File: src/rtl/eth_pcs_block_sync.sv
// 10GBASE-R receive block-lock controller: qualifies 66b sync headers from the
// RX gearbox, requests bit slips while hunting, and reports block lock.
module eth_pcs_block_sync #(
  parameter int unsigned SH_CNT_MAX   = 64,
  parameter int unsigned SH_INVLD_MAX = 16,
  parameter int unsigned SLIP_WAIT    = 32,
  parameter int unsigned W_ERR_CNT    = 16,
  parameter int unsigned W_SYNC       = 2,
  parameter logic [W_SYNC-1:0] SYNC_DATA = W_SYNC'(2'b01),
  parameter logic [W_SYNC-1:0] SYNC_CTRL = W_SYNC'(2'b10)
) (
  input  logic                 i_clk,
  input  logic                 i_reset,
  input  logic                 i_clk_en,
  input  logic                 i_grbx_hdr_valid,
  input  logic [W_SYNC-1:0]    i_grbx_hdr,
  input  logic                 i_err_cnt_clr,
  output logic                 o_grbx_slip,
  output logic                 o_block_lock,
  output logic [W_ERR_CNT-1:0] o_sh_err_cnt
);

  localparam int unsigned SH_W   = $clog2(SH_CNT_MAX + 1);
  localparam int unsigned INV_W  = $clog2(SH_INVLD_MAX + 1);
  localparam int unsigned WAIT_W = $clog2(SLIP_WAIT + 1);

  typedef enum logic [1:0] {
    ST_UNLOCKED,
    ST_LOCKED,
    ST_SLIP,
    ST_SLIP_WAIT
  } state_t;

  state_t              state;
  logic [SH_W-1:0]     sh_cnt;
  logic [INV_W-1:0]    invld_cnt;
  logic [WAIT_W-1:0]   wait_cnt;

  logic                hev;
  logic                sh_ok;
  logic [SH_W-1:0]     sh_cnt_inc;
  logic [INV_W-1:0]    invld_cnt_inc;
  logic [WAIT_W-1:0]   wait_cnt_inc;
  logic                sh_done;
  logic                invld_done;
  logic                wait_done;
  logic                err_event;

  assign hev           = i_clk_en & i_grbx_hdr_valid;
  assign sh_ok         = (i_grbx_hdr == SYNC_DATA) | (i_grbx_hdr == SYNC_CTRL);
  assign sh_cnt_inc    = sh_cnt + SH_W'(1);
  assign invld_cnt_inc = invld_cnt + INV_W'(~sh_ok);
  assign wait_cnt_inc  = wait_cnt + WAIT_W'(1);
  assign sh_done       = (sh_cnt_inc == SH_W'(SH_CNT_MAX));
  assign invld_done    = (invld_cnt_inc == INV_W'(SH_INVLD_MAX));
  assign wait_done     = (wait_cnt_inc == WAIT_W'(SLIP_WAIT));
  assign err_event     = hev & ~sh_ok & ((state == ST_UNLOCKED) | (state == ST_LOCKED));

  // Lock FSM with its window counters and registered slip/lock outputs
  always_ff @(posedge i_clk or posedge i_reset) begin
    if (i_reset) begin
      state        <= ST_UNLOCKED;
      sh_cnt       <= '0;
      invld_cnt    <= '0;
      wait_cnt     <= '0;
      o_block_lock <= 1'b0;
      o_grbx_slip  <= 1'b0;
    end else begin
      case (state)
        ST_UNLOCKED: begin
          if (hev) begin
            if (sh_ok) begin
              if (sh_done) begin
                o_block_lock <= 1'b1;
                sh_cnt       <= '0;
                invld_cnt    <= '0;
                state        <= ST_LOCKED;
              end else begin
                sh_cnt <= sh_cnt_inc;
              end
            end else begin
              sh_cnt      <= '0;
              invld_cnt   <= '0;
              o_grbx_slip <= 1'b1;
              state       <= ST_SLIP;
            end
          end
        end
        ST_LOCKED: begin
          // Too many bad headers wins over a window closing on the same header
          if (hev) begin
            if (invld_done) begin
              o_block_lock <= 1'b0;
              o_grbx_slip  <= 1'b1;
              sh_cnt       <= '0;
              invld_cnt    <= '0;
              state        <= ST_SLIP;
            end else if (sh_done) begin
              sh_cnt    <= '0;
              invld_cnt <= '0;
            end else begin
              sh_cnt    <= sh_cnt_inc;
              invld_cnt <= invld_cnt_inc;
            end
          end
        end
        ST_SLIP: begin
          // Slip must be seen by exactly one gearbox-enabled cycle
          if (i_clk_en) begin
            o_grbx_slip <= 1'b0;
            sh_cnt      <= '0;
            invld_cnt   <= '0;
            wait_cnt    <= '0;
            state       <= ST_SLIP_WAIT;
          end
        end
        ST_SLIP_WAIT: begin
          if (hev) begin
            if (wait_done) begin
              wait_cnt <= '0;
              state    <= ST_UNLOCKED;
            end else begin
              wait_cnt <= wait_cnt_inc;
            end
          end
        end
        default: begin
          state <= ST_UNLOCKED;
        end
      endcase
    end
  end

  // Saturating invalid-header status counter; clear beats a coincident error
  always_ff @(posedge i_clk or posedge i_reset) begin
    if (i_reset) begin
      o_sh_err_cnt <= '0;
    end else if (i_err_cnt_clr) begin
      o_sh_err_cnt <= '0;
    end else if (err_event && (o_sh_err_cnt != {W_ERR_CNT{1'b1}})) begin
      o_sh_err_cnt <= o_sh_err_cnt + W_ERR_CNT'(1);
    end
  end

endmodule

File: config.mk
export PLATFORM = sky130hd
export DESIGN_NAME = eth_pcs_block_sync
export DESIGN_NICKNAME = d
export VERILOG_FILES = /design/src/rtl/eth_pcs_block_sync.sv
export SDC_FILE = /design/constraint.sdc
export NUM_CORES = 1
export LEC_CHECK = 0
export ABC_AREA = 1
export BUFFER_PORTS_ARGS = -buffer_cell sky130_fd_sc_hd__buf_4
export CORE_MARGIN = 4
export CORE_UTILIZATION = 40
export DETAILED_ROUTE_END_ITERATION = 7
export GPL_ROUTABILITY_DRIVEN = 1
export PLACE_DENSITY = 0.65
export REMOVE_ABC_BUFFERS = 1
export SKIP_CTS_REPAIR_TIMING = 1
export SYNTH_ARGS = -nofsm -noshare
export SYNTH_HDL_FRONTEND = slang
export SYNTH_SLANG_ARGS = --single-unit
File: constraint.sdc
create_clock -name i_clk -period 2.3 [get_ports i_clk]
set_clock_uncertainty 0.15 [all_clocks]
set_input_delay 0.23 -clock i_clk [delete_from_list [all_inputs] [get_ports i_clk]]
set_output_delay 0.23 -clock i_clk [all_outputs]
set_load 0.005 [all_outputs]
==> summary.txt, run 1 <==
Outcome
  • Outcome: completed

Pwr
  • Worst vdd ir: 0.494 mV
  • Pwr Density: 839 mW/mm^2
  • Leakage power: 1.49 nW

Clock network
  • CTS sink cnt: 38
  • Root Buffer: clkbuf_8
  • Clock buffer depth: 2
  • Clock Latency Late Sink: 0.29 ns
  • CTS H-tree depth: 2
  • Worst-path clk slew: 0.08 ns
  • CTS tree: yes
  • CTS buffer count: 5

Placed design
  • Final HPWL DP: 4160 um
  • Port bufs: 24
  • Placed cell areas: 0.00282 mm^2
  • Gp weighted congestion: 0.825
  • Cell count after placement: 449

Critical path
  • Critical path cell sequence: buf_4 > xor2_1 > buf_4 > inv_1 > ha_1 > inv_1 > ha_1 > nand2_1 > inv_1 > nor2_1 > nor2_1 > nand3_1 > nand3_1 > o21ai_1 > nand3_1 > nand2_1
  • Critical path arrival: 2.12 ns
  • Slowest library cell on the worst path: o21ai_1
  • Largest stage delay on the critical path: 0.29 ns
  • WS Path Type: input port to register
  • Required time worst endpoint: 2.38 ns
  • Startpoint type of the worst setup path: input port
  • Crit Path Max Fanout: 7
  • Crit. End Element: register

Finish
  • Area grow syn2layout: 16.5%
  • Most frequent cells in the layout: nand2_1, inv_1, nor2_1, dfrtp_1, nand3_1
  • Post-route design area: 0.00294 mm^2
  • Filler cells: 625
  • Non-filler cells, final: 458
  • Layout Nets: 398
  • Ant diodes: 0
  • Fraction of layout cells with a size suffix above 1: 17.0%
  • Commonest non-fill, non-tap cell in the layout: nand2_1

STA
  • Period Utilization, post-route: 88.7%
  • Final hold violations: 0
  • Tightest Pin Transition: 0.510 ns
  • RSZ-0062 raised after global routing: false
  • Max Freq: 0.490 GHz
  • Worst relative slew slack: 65.7%
  • Fin crit period: 2.04 ns
  • Slew Limit Fails: 0
  • WHS: 0.0280 ns
  • Final setup fails: 0

Drt
  • DR pass1 iterations: 4
  • Via/cell ratio: 4.94
  • WL final: 5560 um
  • Routed len/inst: 12.1 um
  • Residual DRC count: 0
  • Initial DRC count: 66
  • DRT antenna net count: 0
  • Vias: 2261

Synth
  • Yosys top cell area share: 37.7%
  • Yosys top cell by area: dfrtp_1
  • Ys Warns: 0
  • Asr flop ratio synth: 100%
  • Cells after Synth: 346
  • EDFF count, synth: 0
  • Register bit total from synthesis: 38
  • Post-synth top flop: dfrtp_1
  • Mapped Area: 0.00252 mm^2
  • Post-synth cell types: 34
  • Area contributors post-synth: dfrtp_1, nand2_1, nand3_1
  • Sequential area share after synthesis: 37.7%
  • Avg Inst Size Synth: 7.29 um^2

Floorplan
  • Core Region: 0.00603 mm^2
  • Die Area: 0.00764 mm^2
  • Die Y: 87.4 um
  • Rows: 28
  • # IOs: 25
  • Initial core utilization: 41.9%
  • Die width: 87.4 um

GRT
  • Antenna violations before repair: 0
  • GRT Resource Usage Total: 16.1%
  • Vias in the first global route: 2182
  • First-pass GRT wire length: 9780 um
  • Largest net degree at the start of global routing: 39
  • Overflow after GRT: 0

Flow run
  • Max capacitance violation total: 0

Hold path
  • HP Class: input port to register
## registers in the layout, summed over array words and instances, names as in the netlist
name	count
invld_cnt	5
wait_cnt	6
o_sh_err_cnt	16
o_grbx_slip	1
sh_cnt	7
state	2
o_block_lock	1
## cells by family after synthesis
kind of cell | count (synthesis) | share of synthesized area (%)
flip-flops | 38 | 37.7
AO/OA/AOI/OAI | 35 | 8.97
AND/OR/NAND/NOR | 201 | 36.7
adder cells (fa/ha/maj) | 9 | 4.46
XOR/XNOR | 11 | 3.82
buffers and inverters | 52 | 8.38
## worst paths after layout
| path | end | slack [ns] | startpoint | cells past startpoint |
|---|---|---|---|---|
| max | sh_cnt[1] | 0.26 | i_grbx_hdr[1] | 16 |
| min reg2reg | invld_cnt[0] | 0.35 | invld_cnt[0] | 2 |
| min | o_sh_err_cnt[5] | 0.03 | i_err_cnt_clr | 2 |
| min in group asynchronous | o_sh_err_cnt[9] | 0.47 | i_reset | 4 |
| max in group asynchronous | o_sh_err_cnt[0] | 1.18 | i_reset | 4 |
| max reg2reg | sh_cnt[1] | 0.28 | invld_cnt[0] | 11 |
## Yosys cell counts, types with 3 or more instances
cell type and count:
a21oi_1 4, dfrtp_1 38, ha_1 9, inv_1 44, inv_2 5, nand2_1 96, nand2_2 5, nand2_4 4
nand3_1 35, nand3b_1 5, nand4_1 5, nor2_1 38, nor3_1 5, o21ai_0 9, o21ai_1 5, o21ai_2 6
o31ai_1 3, xor2_1 10
## critical path: cells and delay by family
| kind | cells | cell delay, ns |
|---|---|---|
| and+or+nand+nor | 7 | 0.68 |
| buffers and inverters | 5 | 0.41 |
| adders and majority gates | 2 | 0.35 |
| AOI/OAI and AO/OA | 1 | 0.29 |
| xor gates and xnor gates | 1 | 0.15 |
## per-layer routing
layer	GRT usage [%]	vias to the layer above	wire, um
met4	5.72	0	82
met5	0	-	0
met3	3.69	7	270
met1	20.6	1033	2600
met2	26.5	46	2610
li1	-	1175	-
## area by class of cell
class / instances / area, um^2 / area share (%)
inverter: 49 / 184 / 6.26
tap: 75 / 93.8 / 3.19
multi-input combinational: 256 / 1360 / 46.3
timing repair buffer: 32 / 243 / 8.26
clock buffer: 7 / 76.3 / 2.60
clock inverter: 1 / 30.0 / 1.02
sequential: 38 / 951 / 32.4
## power breakdown
group          internal, W  switching, W  leakage [nW]
registers         0.000775     0.0000985         0.517
clock network     0.000325      0.000232        0.0524
logic             0.000384      0.000653         0.926
## through the flow
stage | worst slack [ns] | power (W) | TNS (ns) | utilization, %
after floorplan | 0.306 | 0.00164 | 0 | -
after global placement | 0.0533 | 0.00191 | 0 | 46.8
after detailed placement | -0.00652 | 0.00193 | -0.0142 | 46.8
after CTS | 0.285 | 0.00250 | 0 | 48.6
after global routing | 0.0240 | 0.00271 | 0 | 48.8
final | 0.259 | 0.00247 | 0 | 48.8
No activity file was read; power rests on OpenSTA's default activity.
==> inputs of run 2 (changes only) <==
--- a/config.mk
+++ b/config.mk
@@ -7,11 +7,11 @@
 export LEC_CHECK = 0
 export ABC_AREA = 1
 export BUFFER_PORTS_ARGS = -buffer_cell sky130_fd_sc_hd__buf_4
-export CORE_MARGIN = 4
-export CORE_UTILIZATION = 40
+export CORE_MARGIN = 2
+export CORE_UTILIZATION = 50
 export DETAILED_ROUTE_END_ITERATION = 7
 export GPL_ROUTABILITY_DRIVEN = 1
-export PLACE_DENSITY = 0.65
+export PLACE_DENSITY = 0.76
 export REMOVE_ABC_BUFFERS = 1
 export SKIP_CTS_REPAIR_TIMING = 1
 export SYNTH_ARGS = -nofsm -noshare
==> summary.txt, run 2 (synthesized netlist as in run 1, its figures left out) <==
Clock network
  • Root Buffer: clkbuf_8 (unchanged)
  • CTS buffer count: 5 (unchanged)
  • CTS H-tree depth: 2 (unchanged)
  • CTS tree: yes (unchanged)
  • Clock Latency Late Sink: 0.30 ns (was 0.29 ns)
  • Worst-path clk slew: 0.07 ns (was 0.08 ns)
  • CTS sink cnt: 38 (unchanged)
  • Clock buffer depth: 2 (unchanged)

Placed design
  • Port bufs: 24 (unchanged)
  • Placed cell areas: 0.00280 mm^2 (was 0.00282 mm^2)
  • Gp weighted congestion: 0.866 (was 0.825)
  • Final HPWL DP: 3840 um (was 4160 um)

Floorplan
  • Die Y: 75.0 um (was 87.4 um)
  • Die width: 75.0 um (was 87.4 um)
  • Core Region: 0.00479 mm^2 (was 0.00603 mm^2)
  • Rows: 25 (was 28)
  • Die Area: 0.00563 mm^2 (was 0.00764 mm^2)
  • # IOs: 25 (unchanged)
  • Initial core utilization: 52.7% (was 41.9%)

Pwr
  • Sw frac: 41.6% (was 39.9%)
  • Combinational power share: 42.8% (was 42.0%)
  • Leakage power: 1.48 nW (was 1.49 nW)
  • Sw Pwr: 0.000977 W (was 0.000983 W)
  • Flop pwr share: 37.4% (was 35.4%)
  • Clock power share: 19.8% (was 22.6%)
  • Pwr Density: 811 mW/mm^2 (was 839 mW/mm^2)
  • Pint: 0.00137 W (was 0.00148 W)
  • Worst vdd ir: 0.525 mV (was 0.494 mV)

Drt
  • DRT antenna net count: 0 (unchanged)
  • Via/cell ratio: 5.11 (was 4.94)
  • Routed len/inst: 11.9 um (was 12.1 um)
  • Initial DRC count: 136 (was 66)
  • Vias: 2277 (was 2261)
  • DR pass1 iterations: 4 (unchanged)
  • WL final: 5310 um (was 5560 um)
  • Residual DRC count: 0 (unchanged)

Finish
  • Top flop regs: o_sh_err_cnt (16), sh_cnt (7), wait_cnt (6) (unchanged)
  • Max FFs per register: 16 (unchanged)
  • Top reg by flops: o_sh_err_cnt (unchanged)
  • Ant diodes: 0 (unchanged)
  • Layout Nets: 396 (was 398)
  • Fraction of layout cells with a size suffix above 1: 16.9% (was 17.0%)
  • Commonest non-fill, non-tap cell in the layout: nand2_1 (unchanged)
  • Most frequent cells in the layout: nand2_1, inv_1, nor2_1, dfrtp_1, nand3_1 (unchanged)
  • Area grow syn2layout: 14.7% (was 16.5%)
  • Post-route design area: 0.00289 mm^2 (was 0.00294 mm^2)
  • Layout Utilization: 60.5% (was 48.8%)

GRT
  • First-pass GRT wire length: 9580 um (was 9780 um)
  • Overflow after GRT: 0 (unchanged)
  • Largest net degree at the start of global routing: 39 (unchanged)
  • Antenna violations before repair: 0 (unchanged)
  • GRT Resource Usage Total: 22.2% (was 16.1%)
  • Vias in the first global route: 2214 (was 2182)

Critical path
  • WS Path Type: register to register (was input port to register)
  • Startpoint type of the worst setup path: register (was input port)
  • Critical path arrival: 2.06 ns (was 2.12 ns)
  • Worst R2R Setup Slack: 0.28 ns (about the same)
  • Crit Path Max Fanout: 11 (was 7)
  • Crit. End Element: register (unchanged)
  • Required time worst endpoint: 2.34 ns (was 2.38 ns)

STA
  • Slew Limit Fails: 0 (unchanged)
  • Max Freq: 0.496 GHz (was 0.490 GHz)
  • RSZ-0062 raised after global routing: false (unchanged)
  • Final setup fails: 0 (unchanged)
  • Period Utilization, post-route: 87.7% (was 88.7%)
  • Final hold violations: 0 (unchanged)
  • Fin crit period: 2.02 ns (was 2.04 ns)
  • Worst relative slew slack: 68.1% (was 65.7%)
  • Tightest Pin Transition: 0.479 ns (was 0.510 ns)

Flow run
  • Max capacitance violation total: 0 (unchanged)

Hold path
  • HP Class: input port to register (unchanged)

Outcome
  • Outcome: completed (unchanged)
==> run 2: cell count changes in the layout (fill, tap and decap cells not counted), sizes merged <==
cell,change
buf,-2
bufinv,-1
clkbuf,-1
==> run 2: area by class of cell <==
cell class / instances / area (um^2)
well taps: 67 / 83.8
inverters: 49 / 184
fillers: 439 / 1890
flip-flops and latches: 38 / 951
repair buffers: 30 / 228
multi-input cells: 256 / 1370
clock buffers: 6 / 82.6
==> run 2: worst paths after layout <==
path | start | to | cells after the start
setup / recovery | state[0] | o_sh_err_cnt[13] | 9
hold / removal | i_err_cnt_clr | o_sh_err_cnt[4] | 2
setup reg to reg | state[0] | o_sh_err_cnt[13] | 9
hold reg to reg | o_grbx_slip | o_grbx_slip | 2
max in group asynchronous | i_reset | sh_cnt[3] | 4
min in group asynchronous | i_reset | o_sh_err_cnt[11] | 4
==> run 2: critical path: stages, from the launching register on <==
cell	delay, ns
dfrtp_1	0.42
inv_1	0.10
ha_1	0.27
nor2_1	0.10
nor3_2	0.22
nand2_2	0.18
nand2_4	0.21
inv_2	0.11
nand2_1	0.06
o21ai_0	0.07
==> run 2: metrics by stage <==
step | hold slack, ns | setup WS [ns] | setup TNS (ns) | cells | total power, W
finish | 0.0161 | 0.282 | 0 | 446 | 0.00235
global route | 0.0188 | 0.0597 | 0 | 446 | 0.00257
CTS | -0.0846 | 0.225 | 0 | 445 | 0.00235
detailed placement | 0.240 | -0.00282 | -0.00282 | 439 | 0.00189
global placement | 0.232 | 0.0840 | 0 | 439 | 0.00186
floorplan | 0.178 | 0.306 | 0 | 343 | 0.00164
==> run 2: metal layers <==
layer / up-vias / global-route usage [%] / share of wire (%)
li1: 1171 / - / -
met2: 44 / 35.2 / 46
met4: 0 / 9.92 / 1.5
met5: - / 0 / 0
met3: 7 / 4.15 / 4.2
met1: 1055 / 29.7 / 48
==> run 2: power by group through the flow <==
stage               Sequential (W)  Clock, W  Combinational, W
floorplan                 0.000864         0          0.000774
global placement          0.000884         0          0.000978
detailed placement        0.000886         0           0.00100
CTS                       0.000876  0.000478           0.00100
global route              0.000896  0.000500           0.00118
finish                    0.000878  0.000464           0.00100
==> inputs of run 3 (changes only) <==
--- a/config.mk
+++ b/config.mk
@@ -5,13 +5,13 @@
 export SDC_FILE = /design/constraint.sdc
 export NUM_CORES = 1
 export LEC_CHECK = 0
-export ABC_AREA = 1
+export ABC_AREA = 0
 export BUFFER_PORTS_ARGS = -buffer_cell sky130_fd_sc_hd__buf_4
 export CORE_MARGIN = 2
 export CORE_UTILIZATION = 50
 export DETAILED_ROUTE_END_ITERATION = 7
 export GPL_ROUTABILITY_DRIVEN = 1
-export PLACE_DENSITY = 0.76
+export PLACE_DENSITY = 0.77
 export REMOVE_ABC_BUFFERS = 1
 export SKIP_CTS_REPAIR_TIMING = 1
 export SYNTH_ARGS = -nofsm -noshare
==> summary.txt, run 3 <==
Finish
  • Area occupied by multi-input gates: 0.00133 mm^2 (was 0.00137 mm^2)
  • Fraction of layout cells with a size suffix above 1: 26.1% (was 16.9%)
  • Commonest non-fill, non-tap cell in the layout: buf_4 (was nand2_1)
  • Top flop regs: o_sh_err_cnt (16), sh_cnt (7), wait_cnt (6) (unchanged)
  • Layout Utilization: 65.5% (was 60.5%)
  • Top reg by flops: o_sh_err_cnt (unchanged)
  • Layout Nets: 314 (was 396)
  • FF/Latch Area: 951 um^2 (unchanged)
  • Max FFs per register: 16 (unchanged)
  • Ant diodes: 0 (unchanged)
  • Area grow syn2layout: 25.1% (was 14.7%)
  • Filler cells: 348 (was 439)
  • Post-route design area: 0.00289 mm^2 (about the same)
  • Most frequent cells in the layout: buf_4, dfrtp_1, nor2_1 (was nand2_1, inv_1, nor2_1, dfrtp_1, nand3_1)

Floorplan
  • Die width: 72.0 um (was 75.0 um)
  • Core Region: 0.00441 mm^2 (was 0.00479 mm^2)
  • Die Y: 72.0 um (was 75.0 um)
  • # IOs: 25 (unchanged)
  • Rows: 24 (was 25)
  • Initial core utilization: 52.4% (was 52.7%)
  • Die Area: 0.00518 mm^2 (was 0.00563 mm^2)

Critical path
  • Crit-path leading delay family: compound AO/OA/AOI/OAI gates (was simple AND/OR/NAND/NOR gates)
  • Slowest library cell on the worst path: o41a_1 (was dfrtp_1)
  • Startpoint type of the worst setup path: register (unchanged)
  • Most common cell on crit path: ha_4
  • Critical path arrival: 2.37 ns (was 2.06 ns)
  • CP bufs+invs: 1 (was 2)
  • Crit Path Max Fanout: 7 (was 11)
  • WS Path Type: register to register (unchanged)
  • Critical path cell sequence: ha_4 > inv_2 > ha_4 > nand3b_1 > o41a_1 > mux2_4 > a21o_1 > a22o_1 (was inv_1 > ha_1 > nor2_1 > nor3_2 > nand2_2 > nand2_4 > inv_2 > nand2_1 > o21ai_0)
  • Required time worst endpoint: 2.35 ns (was 2.34 ns)
  • WP depth: 8 (was 9)
  • Largest stage delay on the critical path: 0.40 ns (was 0.42 ns)
  • Crit. End Element: register (unchanged)
  • Reg2reg path depth: 8 (was 9)

Drt
  • Via/cell ratio: 5.96 (was 5.11)
  • DRT antenna net count: 0 (unchanged)
  • Initial DRC count: 73 (was 136)
  • WL final: 5380 um (was 5310 um)
  • DR pass1 iterations: 4 (unchanged)
  • Routed len/inst: 15.3 um (was 11.9 um)
  • Residual DRC count: 0 (unchanged)
  • Vias: 2092 (was 2277)

STA
  • Tightest Pin Transition: 0.628 ns (was 0.479 ns)
  • Final setup fails: 2 (was 0)
  • RSZ-0062 raised after global routing: true (was false)
  • Fin crit period: 2.32 ns (was 2.02 ns)
  • Max Freq: 0.431 GHz (was 0.496 GHz)
  • Slew Limit Fails: 0 (unchanged)
  • Final hold violations: 0 (unchanged)
  • Worst relative slew slack: 58.0% (was 68.1%)
  • Period Utilization, post-route: 101% (was 87.7%)
  • PnR worst setup slack: -0.0182 ns (was 0.282 ns)

GRT
  • Antenna violations before repair: 0 (unchanged)
  • Largest net degree at the start of global routing: 39 (unchanged)
  • Vias in the first global route: 1992 (was 2214)
  • First-pass GRT wire length: 8930 um (was 9580 um)
  • GRT Resource Usage Total: 21.4% (was 22.2%)
  • Overflow after GRT: 0 (unchanged)

Synth
  • EDFF count, synth: 0 (unchanged)
  • Sequential area share after synthesis: 41.1% (was 37.7%)
  • Avg Inst Size Synth: 9.25 um^2 (was 7.29 um^2)
  • Cells after Synth: 250 (was 346)
  • Yosys top cell by area: dfrtp_1 (unchanged)
  • Area contributors post-synth: dfrtp_1, xnor2_1, ha_1 (was dfrtp_1, nand2_1, nand3_1)
  • Synth top cells by count: dfrtp_1, nor2_1, nand2_1 (was nand2_1, inv_1, dfrtp_1, nor2_1, nand3_1)
  • Yosys top cell area share: 41.1% (was 37.7%)
  • Post-synth top flop: dfrtp_1 (unchanged)
  • Asr flop ratio synth: 100% (unchanged)
  • Most numerous cell in the Yosys netlist: dfrtp_1 (was nand2_1)
  • Register bit total from synthesis: 38 (unchanged)
  • Post-synth cell types: 54 (was 34)
  • Ys Warns: 0 (unchanged)
  • Mapped Area: 0.00231 mm^2 (was 0.00252 mm^2)

Clock network
  • CTS H-tree depth: 2 (unchanged)
  • Clock buffer depth: 2 (unchanged)
  • CTS tree: yes (unchanged)
  • CTS sink cnt: 38 (unchanged)
  • Clock Latency Late Sink: 0.30 ns (about the same)
  • Root Buffer: clkbuf_8 (unchanged)
  • CTS buffer count: 5 (unchanged)
  • Worst-path clk slew: 0.09 ns (was 0.07 ns)

Outcome
  • Outcome: complete, but fails checks (was completed)
  • Failing checks: negative setup slack

Placed design
  • Port bufs: 24 (unchanged)
  • Placed cell areas: 0.00265 mm^2 (was 0.00280 mm^2)
  • Gp weighted congestion: 0.901 (was 0.866)
  • Final HPWL DP: 3670 um (was 3840 um)

Hold path
  • HP Class: input port to register (unchanged)
  • Hold Path Depth: 2 (unchanged)

Pwr
  • Pwr Density: 954 mW/mm^2 (was 811 mW/mm^2)
  • Leakage power: 1.25 nW (was 1.48 nW)
  • Worst vdd ir: 0.577 mV (was 0.525 mV)

Flow run
  • Max capacitance violation total: 0 (unchanged)
==> run 3: final cells by class <==
| type | count | share of cell area [%] |
|---|---|---|
| clock buffer | 5 | 2.38 |
| multi-input combinational | 190 | 46.0 |
| timing repair buffer | 49 | 13.1 |
| sequential | 38 | 32.9 |
| tap | 52 | 2.25 |
| inverter | 14 | 1.82 |
| clock inverter | 3 | 1.56 |
==> run 3: worst paths after layout <==
check / slack (ns) / endpoint / from
max: -0.02 / sh_cnt[5] / invld_cnt[0]
min: 0.06 / o_sh_err_cnt[4] / i_err_cnt_clr
max reg2reg: -0.02 / sh_cnt[5] / invld_cnt[0]
min reg2reg: 0.38 / wait_cnt[4] / wait_cnt[4]
max in group asynchronous: 1.17 / invld_cnt[4] / i_reset
min in group asynchronous: 0.47 / o_sh_err_cnt[10] / i_reset
==> run 3: logic make-up after synthesis <==
group / count (synthesis) / synth area share, %
fa+ha+maj: 9 / 4.87
flops: 38 / 41.1
buf+inv: 22 / 4.38
mux: 7 / 3.35
compound gates: 56 / 17.7
simple gates: 102 / 22.5
xor+xnor: 16 / 6.06
==> run 3: through the flow <==
step                      instances  total power, W  hold WS, ns  setup slack, ns  TNS, ns
after floorplan                 242         0.00159        0.143           -0.146   -0.481
final                           351         0.00276       0.0581          -0.0182  -0.0360
after CTS                       345         0.00259      -0.0939          -0.0886   -0.292
after global placement          337         0.00197        0.231           -0.223    -1.66
after detailed placement        337         0.00201        0.234           -0.323    -2.46
after global routing            351         0.00294       0.0745          -0.0991   -0.486
==> run 3: where the power goes <==
part,total (W),switching (W),internal (W)
sequential,0.000889,0.000115,0.000774
clock,0.000581,0.000258,0.000323
combinational,0.00129,0.000652,0.000636
==> run 3: worst reg2reg max path, delay by kind of cell (launching register included) <==
kind / cells / cell delay [ns]
adders and majority gates: 2 / 0.41
DFF: 1 / 0.39
AOI/OAI and AO/OA: 3 / 0.74
muxes: 1 / 0.34
and+or+nand+nor: 1 / 0.15
buffers and inverters: 1 / 0.05
==> run 3: per-layer routing <==
layer  global-route usage [%]  part of all wire, %  up-vias  routed length (um)
met3                     5.14                  3.7        8                 200
met5                        0                    0        -                   0
li1                         -                    -     1018                   -
met2                     34.8                   50       46                2670
met1                     27.8                   45     1020                2430
met4                     8.18                  1.6        0                  87
